File: config.mk
export PLATFORM = sky130hd
export DESIGN_NAME = s298_bist
export DESIGN_NICKNAME = d
export VERILOG_FILES = /design/src/rtl/s298_bist_pkg.sv /design/src/rtl/s298_bist_misr.sv /design/src/rtl/s298_bist.sv
export SDC_FILE = /design/constraint.sdc
export NUM_CORES = 1
export LEC_CHECK = 0
export ABC_AREA = 0
export ABC_CLOCK_PERIOD_IN_PS = 1700
export BUFFER_PORTS_ARGS = -buffer_cell sky130_fd_sc_hd__buf_2
export CAP_MARGIN = 15
export CORE_ASPECT_RATIO = 1.2
export CORE_MARGIN = 2
export CORE_UTILIZATION = 45
export CTS_CLUSTER_SIZE = 8
export DETAILED_ROUTE_END_ITERATION = 8
export PLACE_DENSITY = 0.7
export SLEW_MARGIN = 20
export SYNTH_ARGS = -nofsm -noshare
export SYNTH_HDL_FRONTEND = slang
export SYNTH_SLANG_ARGS = --single-unit
File: constraint.sdc
create_clock -name CK -period 1.7 [get_ports CK]
set_clock_uncertainty 0.15 [all_clocks]
set_input_delay 0.17 -clock CK [delete_from_list [all_inputs] [get_ports CK]]
set_output_delay 0.17 -clock CK [all_outputs]
set_load 0.05 [all_outputs]
File: src/rtl/s298_bist_pkg.sv
// Shared types and constants for the s298 BIST controller: FSM states, LFSR/MISR seeds,
// polynomial and the LFSR feedback tap mask.
package s298_bist_pkg;

  typedef enum logic [2:0] {
    ST_IDLE  = 3'd0,
    ST_INIT  = 3'd1,
    ST_RUN   = 3'd2,
    ST_FLUSH = 3'd3,
    ST_DONE  = 3'd4
  } state_e;

  localparam logic [7:0]  LFSR_SEED = 8'h01;
  localparam logic [7:0]  LFSR_TAPS = 8'hB8;   // bits 7,5,4,3
  localparam logic [15:0] MISR_SEED = 16'hFFFF;
  localparam logic [15:0] MISR_POLY = 16'h1021;

  function automatic logic [7:0] lfsr_next(input logic [7:0] cur);
    return {cur[6:0], ^(cur & LFSR_TAPS)};
  endfunction

endpackage

File: src/rtl/s298_bist_misr.sv
// 16-bit multiple-input signature register compacting one 6-bit CUT response word per enabled cycle.
module s298_bist_misr
  import s298_bist_pkg::*;
(
  input  logic        clk_i,
  input  logic        rst_ni,
  input  logic        load_i,
  input  logic        en_i,
  input  logic [5:0]  data_i,
  output logic [15:0] sig_o
);

  logic [15:0] sig_q;
  logic [15:0] sig_d;

  always_comb begin
    sig_d = sig_q;
    if (load_i) begin
      sig_d = MISR_SEED;
    end else if (en_i) begin
      sig_d = {sig_q[14:0], 1'b0} ^ (sig_q[15] ? MISR_POLY : 16'h0000) ^ {10'd0, data_i};
    end else begin
      sig_d = sig_q;
    end
  end

  always_ff @(posedge clk_i or negedge rst_ni) begin
    if (!rst_ni) begin
      sig_q <= MISR_SEED;
    end else begin
      sig_q <= sig_d;
    end
  end

  assign sig_o = sig_q;

endmodule

File: src/rtl/s298_bist.sv
// BIST controller for an s298 CUT: clears the CUT, drives LFSR patterns, compacts responses.
// Optional golden-signature comparator enabled by macro S298_BIST_GOLDEN_CMP_EN.
module s298_bist
  import s298_bist_pkg::*;
#(
  parameter int unsigned PATTERNS = 255,
  parameter int unsigned INIT_CYC = 4,
  parameter logic [15:0] GOLDEN   = 16'h0000
) (
  input  logic        CK,
  input  logic        RN,
  input  logic        START,
  input  logic        G66,
  input  logic        G67,
  input  logic        G117,
  input  logic        G118,
  input  logic        G132,
  input  logic        G133,
  output logic        G0,
  output logic        G1,
  output logic        G2,
  output logic        BUSY,
  output logic        DONE,
  output logic [15:0] SIGNATURE,
  output logic        PASS
);

  localparam logic [15:0] INIT_LAST = 16'(INIT_CYC - 1);
  localparam logic [15:0] RUN_LAST  = 16'(PATTERNS - 1);

  state_e      state_q;
  logic [15:0] cnt_q;
  logic [7:0]  lfsr_q;
  logic [2:0]  g_q;
  logic        busy_q;
  logic        done_q;
  logic        pass_q;
  logic        restart_s;
  logic        misr_en_s;
  logic        cmp_s;

  assign restart_s = START && ((state_q == ST_IDLE) || (state_q == ST_DONE));
  assign misr_en_s = (state_q == ST_RUN) || (state_q == ST_FLUSH);

`ifdef S298_BIST_GOLDEN_CMP_EN
  assign cmp_s = (SIGNATURE == GOLDEN);
`else
  assign cmp_s = 1'b0;
`endif

  s298_bist_misr u_misr (
    .clk_i  (CK),
    .rst_ni (RN),
    .load_i (restart_s),
    .en_i   (misr_en_s),
    .data_i ({G133, G132, G118, G117, G67, G66}),
    .sig_o  (SIGNATURE)
  );

  // Outputs are registered from the current state, so they trail the state by one cycle.
  always_ff @(posedge CK or negedge RN) begin
    if (!RN) begin
      state_q <= ST_IDLE;
      cnt_q   <= 16'd0;
      lfsr_q  <= LFSR_SEED;
      g_q     <= 3'b000;
      busy_q  <= 1'b0;
      done_q  <= 1'b0;
      pass_q  <= 1'b0;
    end else begin
      g_q    <= 3'b000;
      busy_q <= 1'b0;
      done_q <= 1'b0;
      pass_q <= 1'b0;
      case (state_q)
        ST_IDLE: begin
          if (START) begin
            state_q <= ST_INIT;
            cnt_q   <= 16'd0;
            lfsr_q  <= LFSR_SEED;
          end
        end
        ST_INIT: begin
          g_q    <= 3'b001;
          busy_q <= 1'b1;
          if (cnt_q == INIT_LAST) begin
            state_q <= ST_RUN;
            cnt_q   <= 16'd0;
          end else begin
            cnt_q <= cnt_q + 16'd1;
          end
        end
        ST_RUN: begin
          g_q    <= lfsr_q[2:0];
          busy_q <= 1'b1;
          lfsr_q <= lfsr_next(lfsr_q);
          if (cnt_q == RUN_LAST) begin
            state_q <= ST_FLUSH;
            cnt_q   <= 16'd0;
          end else begin
            cnt_q <= cnt_q + 16'd1;
          end
        end
        ST_FLUSH: begin
          busy_q  <= 1'b1;
          state_q <= ST_DONE;
        end
        ST_DONE: begin
          if (START) begin
            state_q <= ST_INIT;
            cnt_q   <= 16'd0;
            lfsr_q  <= LFSR_SEED;
          end else begin
            done_q <= 1'b1;
            pass_q <= cmp_s;
          end
        end
        default: begin
          state_q <= ST_IDLE;
        end
      endcase
    end
  end

  assign G0   = g_q[0];
  assign G1   = g_q[1];
  assign G2   = g_q[2];
  assign BUSY = busy_q;
  assign DONE = done_q;
  assign PASS = pass_q;

endmodule

; ---- Yosys cells after proc, flatten, opt, wreduce, memory -nomap -nowiden
; Cells that the tools add are included.
[op_classes]
addsub = 1
eq_ne = 9
n_mux = 17
bitwise_logic = 2
reduce_logical = 13
[op_table]
columns = cell, n
row1 = 16-bit 2-to-1 mux, 5
row2 = 16-bit one-hot mux with 3 select lines, 1
row3 = 16-bit by 1-bit adder with 16-bit output (second input constant), 1
row4 = 16-bit by 2-bit equality test with 1-bit output (second input constant), 1
row5 = 16-bit by 8-bit equality test with 1-bit output (second input constant), 1
row6 = 8-bit one-hot mux with 2 select lines, 1
row7 = 16-bit bitwise XOR, 1
row8 = 16-bit by 6-bit bitwise XOR with 16-bit output, 1
row9 = 13-bit 2-to-1 mux, 1
row10 = 3-bit one-hot mux with 4 select lines, 1
row11 = 3-bit 2-to-1 mux, 3
row12 = 8-bit 2-to-1 mux, 1
row13 = 8-bit XOR reduction, 1
row14 = 3-bit by 2-bit equality test with 1-bit output (second input constant), 2
row15 = 3-bit one-hot mux with 2 select lines, 1
row16 = 2-bit by 1-bit inequality test with 1-bit output (second input constant), 2
row17 = 2-bit AND reduction, 2
row18 = 2-bit nonzero test, 2
row19 = 3-bit by 1-bit equality test with 1-bit output (second input constant), 1
row20 = 3-bit equality test (second input constant), 1
row21 = 3-bit zero test, 1
row22 = 1-bit 2-to-1 mux, 3
row23 = 3-bit AND reduction, 1
row24 = 3-bit nonzero test, 1
row25 = 5 further kinds, 6
[totals]
reg_bits = 48
output_inout_bits = 22
word_cells = 49

; ---- Depth between registers and ports, before layout
[depth]
depth_word = 5
ltp_mapped = 7
depth_no_buf = 6

; ---- By module
; A second synthesis with hierarchy kept.
[unflattened]
cells_unflattened = 221
hier_area_um2 = 2376.0
[modules_own_cells]
columns = mod, instances, cells_each, area_per_inst_um2, seq_area_each_um2
row1 = s298_bist, 1, 161, 1615.3, 802.0
row2 = s298_bist_misr, 1, 60, 760.7, 420.4

; ---- Least setup slack after synthesis
; OpenSTA, ideal clock, no wires.
[synth_path]
path_kind = register to register
start = register cnt_q[1]
end = register cnt_q[10]
setup_time_ps = 130
arrival_time_ps = 1509
setup_slack_ps = -88
stages_incl_launch_ff = 7
path_buffers = 1
period_less_slack_ps = 1788
path_cell_list = dfrtp_1 ha_1 nor4b_1 a41oi_1 a211oi_2 buf_6 a21oi_1
[synth_between]
elab_chain_cells = 3
[synth_lines]
columns = item, line
row1 = "start, declared", s298_bist.sv:32  ; logic [15:0] cnt_q;
row2 = "start signal, assigned", s298_bist.sv:90  ; cnt_q <= cnt_q + 16'd1;
row3 = "start signal, assigned", s298_bist.sv:101  ; cnt_q <= cnt_q + 16'd1;
row4 = 16-bit by 1-bit adder with 16-bit output (tied with other cells), "s298_bist.sv:90, s298_bist.sv:101"
row5 = "16-bit 2-to-1 mux, on equally long branches", "s298_bist.sv:97, s298_bist.sv:86"
row6 = 16-bit one-hot mux with 3 select lines *, s298_bist.sv:75  ; case (state_q)
; Every way passes the cells marked *; elsewhere a longest branch is shown, timed or not.
; A chain may end at the register's enable or synchronous reset.

; ---- Worst setup path in the final report
[layout_path]
start = register state_q[0]
end = register cnt_q[15]
[layout_between]
elab_chain_cells = 4
[layout_lines]
columns = item, line
row1 = "start, declared", s298_bist.sv:31  ; state_e state_q;
row2 = "start signal, assigned", s298_bist.sv:63  ; state_q <= ST_IDLE;
row3 = "start signal, assigned", s298_bist.sv:78  ; state_q <= ST_INIT;
row4 = "start signal, assigned", s298_bist.sv:87  ; state_q <= ST_RUN;
row5 = 3-bit equality test / 3-bit zero test (equally long branches), s298_bist.sv:75
row6 = 2-bit OR reduction (no line), -
row7 = 2-bit by 1-bit inequality test with 1-bit output (no line) / 3-bit nonzero test (equally long branches), -
row8 = 2-bit AND reduction (no line), -
; Parallel ways exist; a longest one is shown, timed or not.

==> metrics <==
Hold Path Cell Cnt=3; class of the tightest hold or removal check=in -> reg; die height=83.43 um; Bufs and invs on worst path=2; clock latency on the worst-skew pair=0.31 ns; total via count after detailed routing=2,123; Top Family by Delay on Critical Path=compound AO/OA/AOI/OAI gates; Layout Cell Area excl Fill=3373 um^2; crit start category=register; Synthesized Nets=approximately 240; Hold Violations, Final=1; synthesis warning total=0; Detail Route Antenna Nets=0; DIE WIDTH=between 70 and 80 um; Routability Congestion=0.7908; Post-Route WL=slightly above 6000 um; total clock sinks=48; Clock Root Buffer=sky130_fd_sc_hd__clkbuf_8; Nets=about 320; Bufs on Longest Clock Path=2; TritonCTS Buffers=5; worst ir drop on vdd=0.0009020 V; number of flip-flops and latches in the synthesized netlist=48; worst setup path category=reg -> reg; worst path cell trace=nor3b_4 -> buf_4 -> buf_6 -> a32oi_2 -> o31ai_1 -> a21oi_2; proportion of netlist area held by the largest area contributor=0.3279; most used cells in the layout excluding fill and tap cells=sky130_fd_sc_hd__buf_4, sky130_fd_sc_hd__buf_2, sky130_fd_sc_hd__dfrtp_1; total stage count of the critical path=6; ranking of synthesized cells by area=sky130_fd_sc_hd__dfrtp_1, sky130_fd_sc_hd__dfstp_2, sky130_fd_sc_hd__a21oi_1; combinational share of power=0.590; adder-cell share of the synthesized area=0.01058; Worst Setup End Kind=register; power dissipated by switching net loads=2.874 mW; cell area reported after detailed placement=2811 um^2; internal power=3.450 mW; proportion of synthesized area in mux cells=0; overall die area=5856 um^2; violated checks=negative hold slack, negative setup slack; pin count of the biggest net entering global routing=49; result of the run=finished with violations; antenna fix cells=0; initial antenna violation count=0; Compound-Gate Fraction of Synth Area=0.1846; portion of total power attributed to the clock network=0.119; ys flop type=sky130_fd_sc_hd__dfrtp_1; hpwl dp=3560 um; critical path arrival=1.96 ns; dominant combinational cell family by area after synthesis=simple AND/OR/NAND/NOR gates; endpoints failing setup=20; max-slew violation count=0; Worst path max stage delay=roughly 0.46 ns; Sw Ratio=0.4544; DRC Markers=0; wire length of the first global-routing pass=10,080 um; pre-CTS setup slack=-0.2064 ns; initial DRC count=98; asr flop ratio synth=1.000; CTS clock-pin slew for the worst setup and hold paths=0.09 ns; Avg WL per Cell=16.19 um; effective utilization at floorplan=0.4723; Top Ports=31; proportion of layout cells with a drive suffix above 1=0.4904; final worst hold slack=-0.003474 ns; post-route fraction of the period consumed by the critical path=1.132; required time at the endpoint of the critical path=approximately 1.7 ns; global-route usage over all layers=0.2144; Syn Inst Count=230; clock tree from TritonCTS=built; netlist area before placement=2366 um^2; fraction of the mapped netlist area in simple logic gates=0.1909; vias in the first global route=2,127; post-DR vias/cell=approximately 5.7; Core Box Area=5010 um^2; standard-cell rows=28; count of cell types in the netlist=44; post-route setup slack=-0.2247 ns; layout-stage area growth over the synthesis result=42.57%; buffers added on ports=29; P_leak=1.481 nW; relative contribution of sequential cells to total power=0.291; final critical delay including setup and external delays=1.925 ns; Yosys top cell by area=sky130_fd_sc_hd__dfrtp_1; reported max-cap violation count=0; fraction of the yosys area taken by sequential cells=0.5167; largest fanout of any net on the critical path=4; CP max-delay cell=sky130_fd_sc_hd__dfrtp_2; sum of overflow across all layers after global routing=0; most frequent standard cell in the layout excluding fill and tap cells=sky130_fd_sc_hd__buf_4; first-pass iteration count of the detailed router=4; EDFF count, synth=0; number of cells on the worst reg-to-reg path=6; CTS HTree Levels=2; Synth Area per Inst=10.29 um^2; synthesized-area fraction occupied by xor and xnor cells=0.04812; P per Cell Area=1875 nW/um^2; unrepaired setup endpoints after global routing=yes; achievable frequency=0.5195 GHz
## path summary, 6_finish.rpt
| path | start | endpoint | slack [ns] |
|---|---|---|---|
| setup reg to reg | state_q[0] | cnt_q[15] | -0.22 |
| setup / recovery | state_q[0] | cnt_q[15] | -0.22 |
| max in group asynchronous | RN | u_misr.sig_o[9] | 0.87 |
| hold / removal | G132 | u_misr.sig_o[4] | -0.003 |
| hold reg to reg | u_misr.sig_o[8] | u_misr.sig_o[8] | 0.32 |
| min in group asynchronous | RN | lfsr_q[4] | 0.23 |
## power groups by stage
stage	combinational, mW	clock [mW]	sequential (mW)
floorplan	1.38	0	2.45
global placement	2.72	0	1.84
detailed placement	2.78	0	1.85
CTS	3.38	0.761	1.83
global route	3.99	0.807	1.89
finish	3.73	0.754	1.84
## metal layers
layer / vias up / part of all wire / GRT usage
li1: 999 / - / -
met1: 1069 / 0.42 / 0.2694
met2: 47 / 0.53 / 0.3732
met3: 8 / 0.039 / 0.03398
met4: 0 / 0.012 / 0.07168
met5: - / 0 / 0
## worst register-to-register path: stages, from the launching register on
cell,delay (ns)
sky130_fd_sc_hd__dfrtp_2,0.46
sky130_fd_sc_hd__nor3b_4,0.32
sky130_fd_sc_hd__buf_4,0.18
sky130_fd_sc_hd__buf_6,0.12
sky130_fd_sc_hd__a32oi_2,0.13
sky130_fd_sc_hd__o31ai_1,0.35
sky130_fd_sc_hd__a21oi_2,0.11
## through the flow
step	power, mW	std cells	TNS, ns	util	hold WS (ns)
after detailed placement	4.627	343	-2.534	0.5612	0.02450
after global placement	4.558	343	-2.240	0.5612	0.02394
final	6.324	374	-2.186	0.6733	-0.003474
after global routing	6.682	374	-4.270	0.6733	0.02955
after CTS	5.971	366	-1.756	0.6401	0.006399
after floorplan	3.831	230	-0.5271	-	-0.2756
## synthesized netlist by cell type, types with 3 or more instances
library cell	instances
sky130_fd_sc_hd__a21oi_1	28
sky130_fd_sc_hd__a22o_1	10
sky130_fd_sc_hd__a31oi_1	6
sky130_fd_sc_hd__buf_2	6
sky130_fd_sc_hd__buf_4	3
sky130_fd_sc_hd__dfrtp_1	31
sky130_fd_sc_hd__dfstp_2	17
sky130_fd_sc_hd__inv_1	7
sky130_fd_sc_hd__nand2_1	25
sky130_fd_sc_hd__nand3_1	4
sky130_fd_sc_hd__nand4_1	4
sky130_fd_sc_hd__nor2_1	7
sky130_fd_sc_hd__nor3_1	8
sky130_fd_sc_hd__o21ai_0	8
sky130_fd_sc_hd__o31ai_1	6
sky130_fd_sc_hd__or3_1	7
sky130_fd_sc_hd__or4_1	6
sky130_fd_sc_hd__xnor2_1	11
## state kept, by name, indices dropped and copies added, names as in the netlist
register,count
BUSY,1
DONE,1
cnt_q,16
g_q,3
lfsr_q,8
state_q,3
u_misr.sig_o,16
## cell families (layout without fill, tap and decap cells)
group | after synthesis | after routing
simple gates | 77 | 77
compound gates | 68 | 69
flops | 48 | 48
buf+inv | 21 | 104
xor+xnor | 13 | 13
fa+ha+maj | 2 | 2
other cells | 1 | 1
## area by class of cell
class	instances	area, um^2
clock buffers	8	100.1
repair buffers	89	700.7
inverters	7	26.28
flip-flops and latches	48	1225
multi-input cells	162	1246
well taps	60	75.07
fillers	355	1637
## what timing repair did
action	CTS	global route
hold buffers	4	0
pin swaps	17	16
setup buffers	11	7
gates resized for setup	32	23
endpoints found under the setup margin	16	27
endpoints found under the hold margin	51	0
gates cloned	2	1
No activity file was read; power rests on OpenSTA's default activity.
